$ cat src/rtl/pf_pkg.sv
// pf_pkg: shared constants, FSM state type and the bank byte-select helper
// used by the playfield fetch block (pf_fetch) and its address generator.
package pf_pkg;

  // Playfield geometry in tiles and pixels.
  localparam int H_TILES     = 32;
  localparam int V_TILES_DEF = 30;
  localparam int TILE_W      = 8;

  // Port-B bank enables are active low: all banks read together or all idle.
  localparam logic [3:0] CE_IDLE = 4'b1111;
  localparam logic [3:0] CE_READ = 4'b0000;

  // Fetch sequencer states.
  typedef enum logic [1:0] {
    IDLE = 2'd0,
    ADDR = 2'd1,
    CAPT = 2'd2,
    WAIT = 2'd3
  } fetch_state_e;

  // Pick one byte lane out of the 32-bit port-B word.
  // Lane 3 is [31:24] down to lane 0 on [7:0].
  function automatic logic [7:0] bank_byte(input logic [31:0] word,
                                           input logic [1:0]  sel);
    logic [7:0] b;
    case (sel)
      2'd3:    b = word[31:24];
      2'd2:    b = word[23:16];
      2'd1:    b = word[15:8];
      default: b = word[7:0];
    endcase
    return b;
  endfunction

endpackage

$ cat src/rtl/pf_addr_gen.sv
// pf_addr_gen: combinational fetch-trigger detection and playfield address
// generation. Decides on which hcount/vcount a tile fetch is launched, which
// row/column it targets, and maps that to the 10-bit playfield address
// {row, col} plus the pixel row inside the tile.
// Optional build macro: PF_FLIP_EN (adds the flip_i input for cocktail flip).
module pf_addr_gen
  import pf_pkg::*;
#(
  parameter int V_TILES   = V_TILES_DEF,
  parameter int PRELOAD_H = 380,
  parameter int V_TOTAL   = 264
) (
  input  logic [8:0] hcount_i,
  input  logic [8:0] vcount_i,
`ifdef PF_FLIP_EN
  input  logic       flip_i,
`endif
  output logic       trig_o,
  output logic [9:0] pfaddr_o,
  output logic [2:0] yofs_o
);

  // Number of visible lines (vcount 0 .. VIS_LINES-1).
  localparam logic [9:0] VIS_LINES  = 10'(V_TILES * TILE_W);
  // In-line fetches stop once column 31 has been requested (hcount 244).
  localparam logic [8:0] T1_LIMIT   = 9'((H_TILES - 1) * TILE_W);
  localparam logic [8:0] PRELOAD_AT = 9'(PRELOAD_H);
  // Last line of the frame; the line after it is line 0.
  localparam logic [8:0] LAST_LINE  = 9'(V_TOTAL - 1);
  localparam logic [4:0] ROW_MAX    = 5'(V_TILES - 1);
  localparam logic [4:0] COL_MAX    = 5'(H_TILES - 1);

  logic [9:0] next_v;
  logic       t1_hit;
  logic       t2_hit;
  logic [4:0] row;
  logic [4:0] col;
  logic [2:0] yofs_raw;

  // Trigger detection and unflipped row/column selection.
  always_comb begin
    next_v   = (vcount_i == LAST_LINE) ? 10'd0 : ({1'b0, vcount_i} + 10'd1);
    // In-line fetch: half-way through a tile, request the next column.
    t1_hit   = (hcount_i[2:0] == 3'b100) && (hcount_i < T1_LIMIT) &&
               ({1'b0, vcount_i} < VIS_LINES);
    // Preload: column 0 of the following line, launched during hblank.
    t2_hit   = (hcount_i == PRELOAD_AT) && (next_v < VIS_LINES);
    if (t2_hit) begin
      row      = next_v[7:3];
      col      = 5'd0;
      yofs_raw = next_v[2:0];
    end else begin
      row      = vcount_i[7:3];
      col      = hcount_i[7:3] + 5'd1;
      yofs_raw = vcount_i[2:0];
    end
    trig_o = (t1_hit || t2_hit) && (row <= ROW_MAX);
  end

`ifdef PF_FLIP_EN
  // Cocktail flip mirrors the tile grid and the pixel row inside a tile.
  always_comb begin
    if (flip_i) begin
      pfaddr_o = {ROW_MAX - row, COL_MAX - col};
      yofs_o   = 3'd7 - yofs_raw;
    end else begin
      pfaddr_o = {row, col};
      yofs_o   = yofs_raw;
    end
  end
`else
  assign pfaddr_o = {row, col};
  assign yofs_o   = yofs_raw;
`endif

endmodule

$ cat src/rtl/pf_fetch.sv
// pf_fetch: video-side reader of the playfield RAM 32-bit port B. Walks the
// 32x30 tile map one tile ahead of the beam, issues address and bank enables,
// selects the addressed byte lane and presents a registered tile code that
// changes exactly on each 8-pixel tile boundary.
// Optional build macro: PF_FLIP_EN (adds the flip input for cocktail flip).
module pf_fetch
  import pf_pkg::*;
#(
  parameter int H_TOTAL   = 384,
  parameter int V_TILES   = V_TILES_DEF,
  parameter int PRELOAD_H = 380,
  parameter int V_TOTAL   = 264
) (
  input  logic        clk,
  input  logic        reset,
`ifdef PF_FLIP_EN
  input  logic        flip,
`endif
  input  logic [8:0]  hcount,
  input  logic [8:0]  vcount,
  output logic [7:0]  addr_b,
  output logic [3:0]  ce_b,
  input  logic [31:0] dout_b,
  output logic [7:0]  tile_code,
  output logic [2:0]  tile_yofs,
  output logic        tile_valid,
  output logic        fetch_busy
);

  // Last pixel of the visible 256-pixel span; tile_valid drops after it.
  localparam logic [8:0] RIGHT_EDGE = 9'(H_TILES * TILE_W - 1);
  // Last pixel of the line; the column-0 preload is presented here.
  localparam logic [8:0] LAST_PIX   = 9'(H_TOTAL - 1);

  logic       trig;
  logic [9:0] pfaddr;
  logic [2:0] yofs;

  fetch_state_e state_q, state_d;
  logic [7:0]   addr_q, addr_d;
  logic [3:0]   ce_q, ce_d;
  logic [1:0]   bsel_q, bsel_d;
  logic [2:0]   yofs_lat_q, yofs_lat_d;
  logic [7:0]   pend_q, pend_d;
  logic [7:0]   code_q, code_d;
  logic [2:0]   tyofs_q, tyofs_d;
  logic         valid_q, valid_d;

  pf_addr_gen #(
    .V_TILES   (V_TILES),
    .PRELOAD_H (PRELOAD_H),
    .V_TOTAL   (V_TOTAL)
  ) u_addr_gen (
    .hcount_i (hcount),
    .vcount_i (vcount),
`ifdef PF_FLIP_EN
    .flip_i   (flip),
`endif
    .trig_o   (trig),
    .pfaddr_o (pfaddr),
    .yofs_o   (yofs)
  );

  // Fetch sequencer: launch, wait for RAM data, capture, present on boundary.
  always_comb begin
    state_d    = state_q;
    addr_d     = addr_q;
    ce_d       = ce_q;
    bsel_d     = bsel_q;
    yofs_lat_d = yofs_lat_q;
    pend_d     = pend_q;
    code_d     = code_q;
    tyofs_d    = tyofs_q;
    valid_d    = valid_q;
    case (state_q)
      IDLE: begin
        if (trig) begin
          addr_d     = pfaddr[7:0];
          ce_d       = CE_READ;
          bsel_d     = pfaddr[9:8];
          yofs_lat_d = yofs;
          state_d    = ADDR;
        end
      end
      ADDR: begin
        // The RAM samples the address at the end of this cycle, so the
        // enables are only needed for this one clock.
        ce_d    = CE_IDLE;
        state_d = CAPT;
      end
      CAPT: begin
        pend_d  = bank_byte(dout_b, bsel_q);
        ce_d    = CE_IDLE;
        state_d = WAIT;
      end
      WAIT: begin
        if (hcount[2:0] == 3'b111) begin
          // Present only for visible columns or the column-0 preload.
          if ((hcount < RIGHT_EDGE) || (hcount == LAST_PIX)) begin
            code_d  = pend_q;
            tyofs_d = yofs_lat_q;
            valid_d = 1'b1;
          end
          state_d = IDLE;
        end
      end
      default: state_d = IDLE;
    endcase
    // Past the right edge the held code no longer belongs to a visible tile.
    if (hcount == RIGHT_EDGE) begin
      valid_d = 1'b0;
    end
  end

  // State and output registers; reset aborts any fetch in flight.
  always_ff @(posedge clk) begin
    if (reset) begin
      state_q    <= IDLE;
      addr_q     <= '0;
      ce_q       <= CE_IDLE;
      bsel_q     <= '0;
      yofs_lat_q <= '0;
      pend_q     <= '0;
      code_q     <= '0;
      tyofs_q    <= '0;
      valid_q    <= 1'b0;
    end else begin
      state_q    <= state_d;
      addr_q     <= addr_d;
      ce_q       <= ce_d;
      bsel_q     <= bsel_d;
      yofs_lat_q <= yofs_lat_d;
      pend_q     <= pend_d;
      code_q     <= code_d;
      tyofs_q    <= tyofs_d;
      valid_q    <= valid_d;
    end
  end

  // A trigger can only land in IDLE: 4-clock pipeline against 8-clock cadence.
  assert property (@(posedge clk) disable iff (reset)
                   !(trig && (state_q != IDLE)));

  assign addr_b     = addr_q;
  assign ce_b       = ce_q;
  assign tile_code  = code_q;
  assign tile_yofs  = tyofs_q;
  assign tile_valid = valid_q;
  assign fetch_busy = (state_q == ADDR) || (state_q == CAPT);

endmodule

$ cat config.mk
export PLATFORM = sky130hd
export DESIGN_NAME = pf_fetch
export DESIGN_NICKNAME = d
export VERILOG_FILES = /design/src/rtl/pf_pkg.sv /design/src/rtl/pf_addr_gen.sv /design/src/rtl/pf_fetch.sv
export SDC_FILE = /design/constraint.sdc
export NUM_CORES = 1
export LEC_CHECK = 0
export BUFFER_PORTS_ARGS = -buffer_cell sky130_fd_sc_hd__buf_4
export CORE_MARGIN = 2
export CORE_UTILIZATION = 33
export CTS_BUF_LIST = sky130_fd_sc_hd__clkbuf_4 sky130_fd_sc_hd__clkbuf_8 sky130_fd_sc_hd__clkbuf_16
export CTS_CLUSTER_SIZE = 30
export DETAILED_ROUTE_END_ITERATION = 6
export GPL_TIMING_DRIVEN = 0
export PLACE_DENSITY = 0.67
export SYNTH_ARGS = -nofsm -noshare
export SYNTH_HDL_FRONTEND = slang
export SYNTH_SLANG_ARGS = --single-unit
$ cat constraint.sdc
create_clock -name clk -period 2.76 [get_ports clk]
set_input_delay 0.828 -clock clk [delete_from_list [all_inputs] [get_ports clk]]
set_output_delay 0.828 -clock clk [all_outputs]
set_load 0.05 [all_outputs]
# After elaboration in Yosys (flattened, before gate mapping)
# Index checks and enable logic that the tools add are counted.
[word_totals]
regBits = 39
inputBits = 52
output_inout_bits = 25
word_cells = 55
[classes]
n_addsub = 2
n_reduce_logical = 15
n_mux = 10
eq_ne = 14
order_cmp = 5
[op_table]
columns = ["cell", "count"]
rows = [
  ["9-bit equality test (second input constant)", 3],
  ["9-bit by 8-bit < comparator with 1-bit output (second input constant)", 3],
  ["8-bit case mux with 3 select lines", 1],
  ["9-bit by 1-bit adder with 10-bit output (second input constant)", 1],
  ["10-bit by 8-bit < comparator with 1-bit output (second input constant)", 1],
  ["10-bit 2-to-1 mux", 1],
  ["5-bit 2-to-1 mux", 2],
  ["9-bit by 8-bit equality test with 1-bit output (second input constant)", 1],
  ["2-bit equality test (second input constant)", 4],
  ["2-bit case mux with 4 select lines", 1],
  ["4-bit case mux with 2 select lines", 1],
  ["3-bit equality test (second input constant)", 2],
  ["2-bit AND reduction", 3],
  ["5-bit by 1-bit adder with 5-bit output (second input constant)", 1],
  ["5-bit <= comparator (second input constant)", 1],
  ["2-bit by 1-bit equality test with 1-bit output (second input constant)", 2],
  ["1-bit logical AND", 4],
  ["2-bit 2-to-1 mux", 2],
  ["4-bit 2-to-1 mux", 1],
  ["2-bit != test (second input constant)", 2],
  ["2-bit OR reduction", 2],
  ["1-bit logical OR", 3],
  ["3-bit 2-to-1 mux", 1],
  ["3-bit AND reduction", 1],
  ["other kinds (2)", 2],
]

# Depth between registers and ports, before layout
[logic_depth]
ltp_word = 9
mapped_depth = 8

# Cells and area by module
# A second synthesis with hierarchy kept.
[hier_totals]
hier_cells = 232
hier_area_um2 = 2097.0
[modules_own_cells]
columns = ["mod", "area_per_inst_um2", "cells_per_inst", "seq_area_each_um2", "instances"]
rows = [
  ["pf_fetch", 1661.6, 172, 720.7, 1],
  ["pf_addr_gen", 435.4, 60, 0.0, 1],
]

# Least setup slack after synthesis
# OpenSTA, ideal clock, no wires.
[synth_path]
path_kind = "input to register"
start = "in vcount[5]"
end = "reg addr_q[3], in the netlist addr_b[3]"
slack_ns = 0.267
arrival_ns = 2.414
path_stages = 8
path_cell_list = "buf_4 -> and4_1 -> nand4_1 -> a31o_4 -> o21bai_4 -> buf_4 -> nor2_1 -> a211oi_2"
[synth_between]
elab_chain_len = 8
word_cells_on_any_way = 13
classes_between = "add/sub (1); order compare (3); eq/ne (1); mux (3); reduce/logical (5)"
[synth_rtl]
columns = ["item", "line", "rtl"]
rows = [
  ["start: declaration", "pf_fetch.sv:20", "input logic [8:0] vcount,"],
  ["9-bit by 1-bit adder with 10-bit output / 9-bit equality test (equally long branches)", "pf_addr_gen.sv:42", "next_v = (vcount_i == LAST_LINE) ? 10'd0 : ({1'b0, vcount_i} + 10'd1);"],
  ["10-bit 2-to-1 mux", "pf_addr_gen.sv:42", ""],
  ["10-bit by 8-bit < comparator with 1-bit output", "pf_addr_gen.sv:47", "t2_hit = (hcount_i == PRELOAD_AT) && (next_v < VIS_LINES);"],
  ["1-bit logical AND", "pf_addr_gen.sv:47", ""],
  ["5-bit 2-to-1 mux", "pf_addr_gen.sv:48", "if (t2_hit) begin"],
  ["5-bit <= comparator", "pf_addr_gen.sv:57", "trig_o = (t1_hit || t2_hit) && (row <= ROW_MAX);"],
  ["1-bit logical AND", "pf_addr_gen.sv:57", ""],
  ["2-bit AND reduction (no line)", "n/a", ""],
  ["end signal: assignment", "pf_fetch.sv:129", "addr_q <= addr_d;"],
  ["end: declaration", "pf_fetch.sv:40", "logic [7:0] addr_q, addr_d;"],
]
# Parallel ways exist; a longest one is shown, timed or not.
# A chain may end at the register's enable or synchronous reset.

# Worst setup path after layout
[layout_path]
start = "in vcount[0]"
end = "reg state_q[0]"
[layout_between]
elab_chain_len = 9
word_cells_on_any_way = 13
classes_between = "add/sub (1); order compare (3); eq/ne (2); mux (2); reduce/logical (5)"
[layout_rtl]
columns = ["item", "line", "rtl"]
rows = [
  ["9-bit by 1-bit adder with 10-bit output / 9-bit equality test (equally long branches)", "pf_addr_gen.sv:42", ""],
  ["10-bit 2-to-1 mux", "pf_addr_gen.sv:42", ""],
  ["10-bit by 8-bit < comparator with 1-bit output", "pf_addr_gen.sv:47", ""],
  ["1-bit logical AND", "pf_addr_gen.sv:47", ""],
  ["5-bit 2-to-1 mux", "pf_addr_gen.sv:48", ""],
  ["5-bit <= comparator", "pf_addr_gen.sv:57", ""],
  ["1-bit logical AND (*)", "pf_addr_gen.sv:57", ""],
  ["2-bit != test (no line) (*)", "n/a", ""],
  ["2-bit AND reduction (no line) (*)", "n/a", ""],
  ["end signal: assignment", "pf_fetch.sv:128", "state_q <= state_d;"],
  ["end: declaration", "pf_fetch.sv:39", "fetch_state_e state_q, state_d;"],
]
# Every way passes the cells marked *; elsewhere a longest branch is shown, timed or not.

==> results.md <==
| Quantity | Value | Unit |
| --- | --- | --- |
| Number of buffers added on ports | 74 | - |
| Pre-antenna DRT Iters | 4 | - |
| Number of antenna violations at the first check in global routing | 0 | - |
| Maximum number of pins on one net before global-route repair | 11 | - |
| Sink Count | 36 | - |
| Synthesized flop and latch total | 36 | - |
| Number of DRC violations after detailed-routing iteration 0 | 74 | - |
| Maximum net fanout on the critical path | 5 | - |
| Count of pins over their slew limit | 0 | - |
| Period Utilization, post-route | 94.0 | % |
| Worst slack at placement | -0.230 | ns |
| Leakage | 1.10 | nW |
| Arrival time of data at the critical path endpoint | 2.79 | ns |
| Routed WL per cell | 15.1 | µm |
| Capturing element type of the critical path | register | - |
| Top library cells by usage in the layout, fill and taps aside | sky130_fd_sc_hd__buf_4 (79), sky130_fd_sc_hd__nor2_1 (36), sky130_fd_sc_hd__dfxtp_1 (36), sky130_fd_sc_hd__mux2i_1 (21), sky130_fd_sc_hd__mux4_2 (8) | - |
| Floorplan die area | 6930 | µm² |
| Status | complete, no violations | - |
| Worst relative slew slack | 53.2 | % |
| CTS tree | done | - |
| Depth of the worst hold-timing path | 2 | - |
| Setup violators final | 0 | - |
| Layout filler cell count | 576 | - |
| Final standard cell utilization of the core | 46.9 | % |
| TritonCTS Buffers | 5 | - |
| Number of flops mapped to enable cells by yosys | 0 | - |
| End of the worst hold path | addr_b[5] | - |
| Kind of path behind the tightest hold check | reg -> reg | - |
| Detailed-route via count | 1,885 | - |
| Buffers from clock root to sink, at most | 2 | - |
| Maximum clock rate | 385 | MHz |
| Worst setup slack after layout | 0.165 | ns |
| Worst reg2reg endpoint | addr_b[3] | - |
| Count of antenna diodes in the layout | 0 | - |
| Power Dens Cells | 506 | nW/µm² |
| Setup Skew | 0.00570 | ns |
| Placement Rows | 28 | - |
| Overall overflow remaining after global route | 0 | - |
| Vias in the first global route | 1,922 | - |
| Most frequent standard cell in the layout excluding fill and tap cells | sky130_fd_sc_hd__buf_4 | - |
| Number of top-level design ports | 77 | - |
| Fraction of the yosys area taken by sequential cells | 34.8 | % |
| Starting Density | 34.6 | % |
| Largest stage delay on the critical path | 0.46 | ns |
| Critical R2R Launch | state_q[0] | - |
| Kind of start point of the critical path | input port | - |
| Fraction of final layout cells with drive strength greater than 1 | 37.1 | % |
| Via-to-Cell Ratio | 5.15 | - |
| Synth Cell Area | 2070 | µm² |
| Hold violation total from the final report | 0 | - |
| Post-CTS clock slew at the launch and capture registers of the worst setup and hold paths | 0.07 | ns |
| Fraction of synthesis flops using an asynchronous set or reset pin | 0 | % |
| RSZ-0062 raised after global routing | no | - |
| H-tree depth reported by CTS | 2 | - |
| Critical path type | in -> reg | - |
| Die width | 83.3 | µm |
| Peak supply drop | 212 | µV |
| Global placer's final weighted congestion | 0.841 | - |
| Wire length of the first global-routing pass | 9200 | µm |
| Max Cap Viol | 0 | - |
| Number of nets with antenna violations after detailed routing | 0 | - |
| Core region area | 5990 | µm² |
| Buffer count from post-CTS setup fixing | 0 | - |
| All-Layer GR Usage | 16.5 | % |
| Count of different cell masters after synthesis | 52 | - |
| Remaining routing DRC violations | 0 | - |
| Dominant synthesized flop cell | sky130_fd_sc_hd__dfxtp_1 | - |
| Insertion delay of the later-clocked pin in the worst-skew pair | 0.29 | ns |
| Cell with the largest stage delay on the worst path | sky130_fd_sc_hd__a31oi_1 | - |
| Cell count after synthesis | 210 | - |
| Layout net count | 349 | - |
| Syn_area_per_cell | 9.87 | µm² |
| Layout overhead on the synthesized area | 35.5 | % |
| Setup TNS | 0 | ns |
| Least-Margin Pin Slew | 0.702 | ns |
| Post-Syn Nets | 268 | - |
| Worst EP required | 2.96 | ns |
| Die height | 83.3 | µm |
| Setup slack on the worst flop-to-flop path | 0.53 | ns |
| CTS Root Buffer Type | sky130_fd_sc_hd__clkbuf_8 | - |
| DP Wirelength | 4370 | µm |
| Final wirelength | 5530 | µm |
| Worst r2r path cells | 8 | - |
| Synthesis Warnings | 0 | - |
| Cell-by-cell trace of the critical path | buf_4 -> ha_1 -> and3_1 -> nand4_1 -> a31oi_1 -> a211o_1 -> a21oi_1 -> a311oi_1 | - |
| Startpoint of the tightest hold check path | addr_b[5] | - |
| Min Tclk post-route | 2.60 | ns |
[what timing repair did]
item                       CTS  global route
hold buffers                 0             0
gates resized for setup      0             1
setup endpoints to repair    0             9
[cell type report]
type	instances	area (µm²)	share of cell area, %
sequential	36	721	25.7
multi-input combinational	155	1270	45.1
clock inverter	1	5.00	0.178
inverter	6	22.5	0.802
buffer	13	68.8	2.45
tap	75	93.8	3.34
clock buffer	6	76.3	2.72
timing repair buffer	74	556	19.8
[flip-flops by register name (all words and copies together), names as in the netlist]
register and flops:
pend_q 8, tile_code 8, tile_yofs 3, addr_b 8, ce_b 1, state_q 2, yofs_lat_q 3, bsel_q 2
tile_valid 1
[cell families after synthesis]
kind of cell,after synthesis,synth area share [%]
flip-flops,36,34.8
AND/OR/NAND/NOR,76,19.4
AO/OA/AOI/OAI,38,16.4
adder cells (fa/ha/maj),6,3.62
buffers and inverters,19,4.41
multiplexers,29,18.8
XOR/XNOR,6,2.53
[per-layer routing]
metal | routed length (µm) | global-route usage, % | vias to the layer above | part of all wire [%]
met4 | 77 | 5.37 | 0 | 1.4
met1 | 2410 | 20.5 | 888 | 44
met5 | 0 | 0 | - | 0
met3 | 267 | 3.98 | 7 | 4.8
li1 | - | - | 944 | -
met2 | 2770 | 28.1 | 46 | 50
[metrics by stage]
| step | hold WS, ns | instance area [µm²] | cells | total power [mW] |
|---|---|---|---|---|
| after floorplan | 0.460 | 2070 | 210 | 0.909 |
| after global placement | 0.474 | 2720 | 359 | 1.06 |
| after detailed placement | 0.484 | 2720 | 359 | 1.07 |
| after CTS | 0.498 | 2800 | 366 | 1.43 |
| after global routing | 0.511 | 2810 | 366 | 1.51 |
| final | 0.494 | 2810 | 366 | 1.42 |
[where the power goes]
part / switching, mW / leakage (nW) / internal (mW) / total [mW]
sequential: 0.0221 / 0.291 / 0.552 / 0.575
combinational: 0.292 / 0.763 / 0.192 / 0.484
clock: 0.182 / 0.0445 / 0.181 / 0.364
total: 0.496 / 1.10 / 0.926 / 1.42
[worst max path at each step]
stage / from / end / cells past startpoint
2_1_floorplan: vcount[5] / addr_b[3] / 8
6_report: vcount[0] / state_q[0] / 8
3_3_place_gp: hcount[3] / tile_code[3] / 9
5_1_grt: vcount[0] / addr_b[5] / 8
4_1_cts: hcount[3] / tile_code[3] / 9
3_5_place_dp: hcount[3] / tile_code[3] / 9
[synthesized netlist by cell type, drive strengths merged (2+ instances only)]
cell type,number,share of area [%]
nand3b,2,0.72
clkbuf,7,1.3
mux2i,21,10
o21ai,5,1.2
xor2,2,0.85
dfxtp,36,35
nor3,7,1.9
nand3,7,1.7
mux4,8,8.7
nor2,36,6.5
o21bai,2,1.3
a211oi,6,2.7
o211ai,2,0.72
a2111oi,4,3.2
ha,6,3.6
xnor2,4,1.7
nand2,5,0.91
buf,6,2.1
inv,6,1.1
and2,2,0.60
nand4,5,1.8
nor4,4,1.9
o21a,2,0.72
a21oi,4,1.1
a31oi,4,1.2
[worst max-delay path, delay by kind of cell]
kind	cells	cell delay (ns)
adder cells (fa/ha/maj)	1	0.21
AND/OR/NAND/NOR	2	0.51
buffers and inverters	1	0.11
AO/OA/AOI/OAI	4	1.13
No activity file was read; power rests on OpenSTA's default activity.
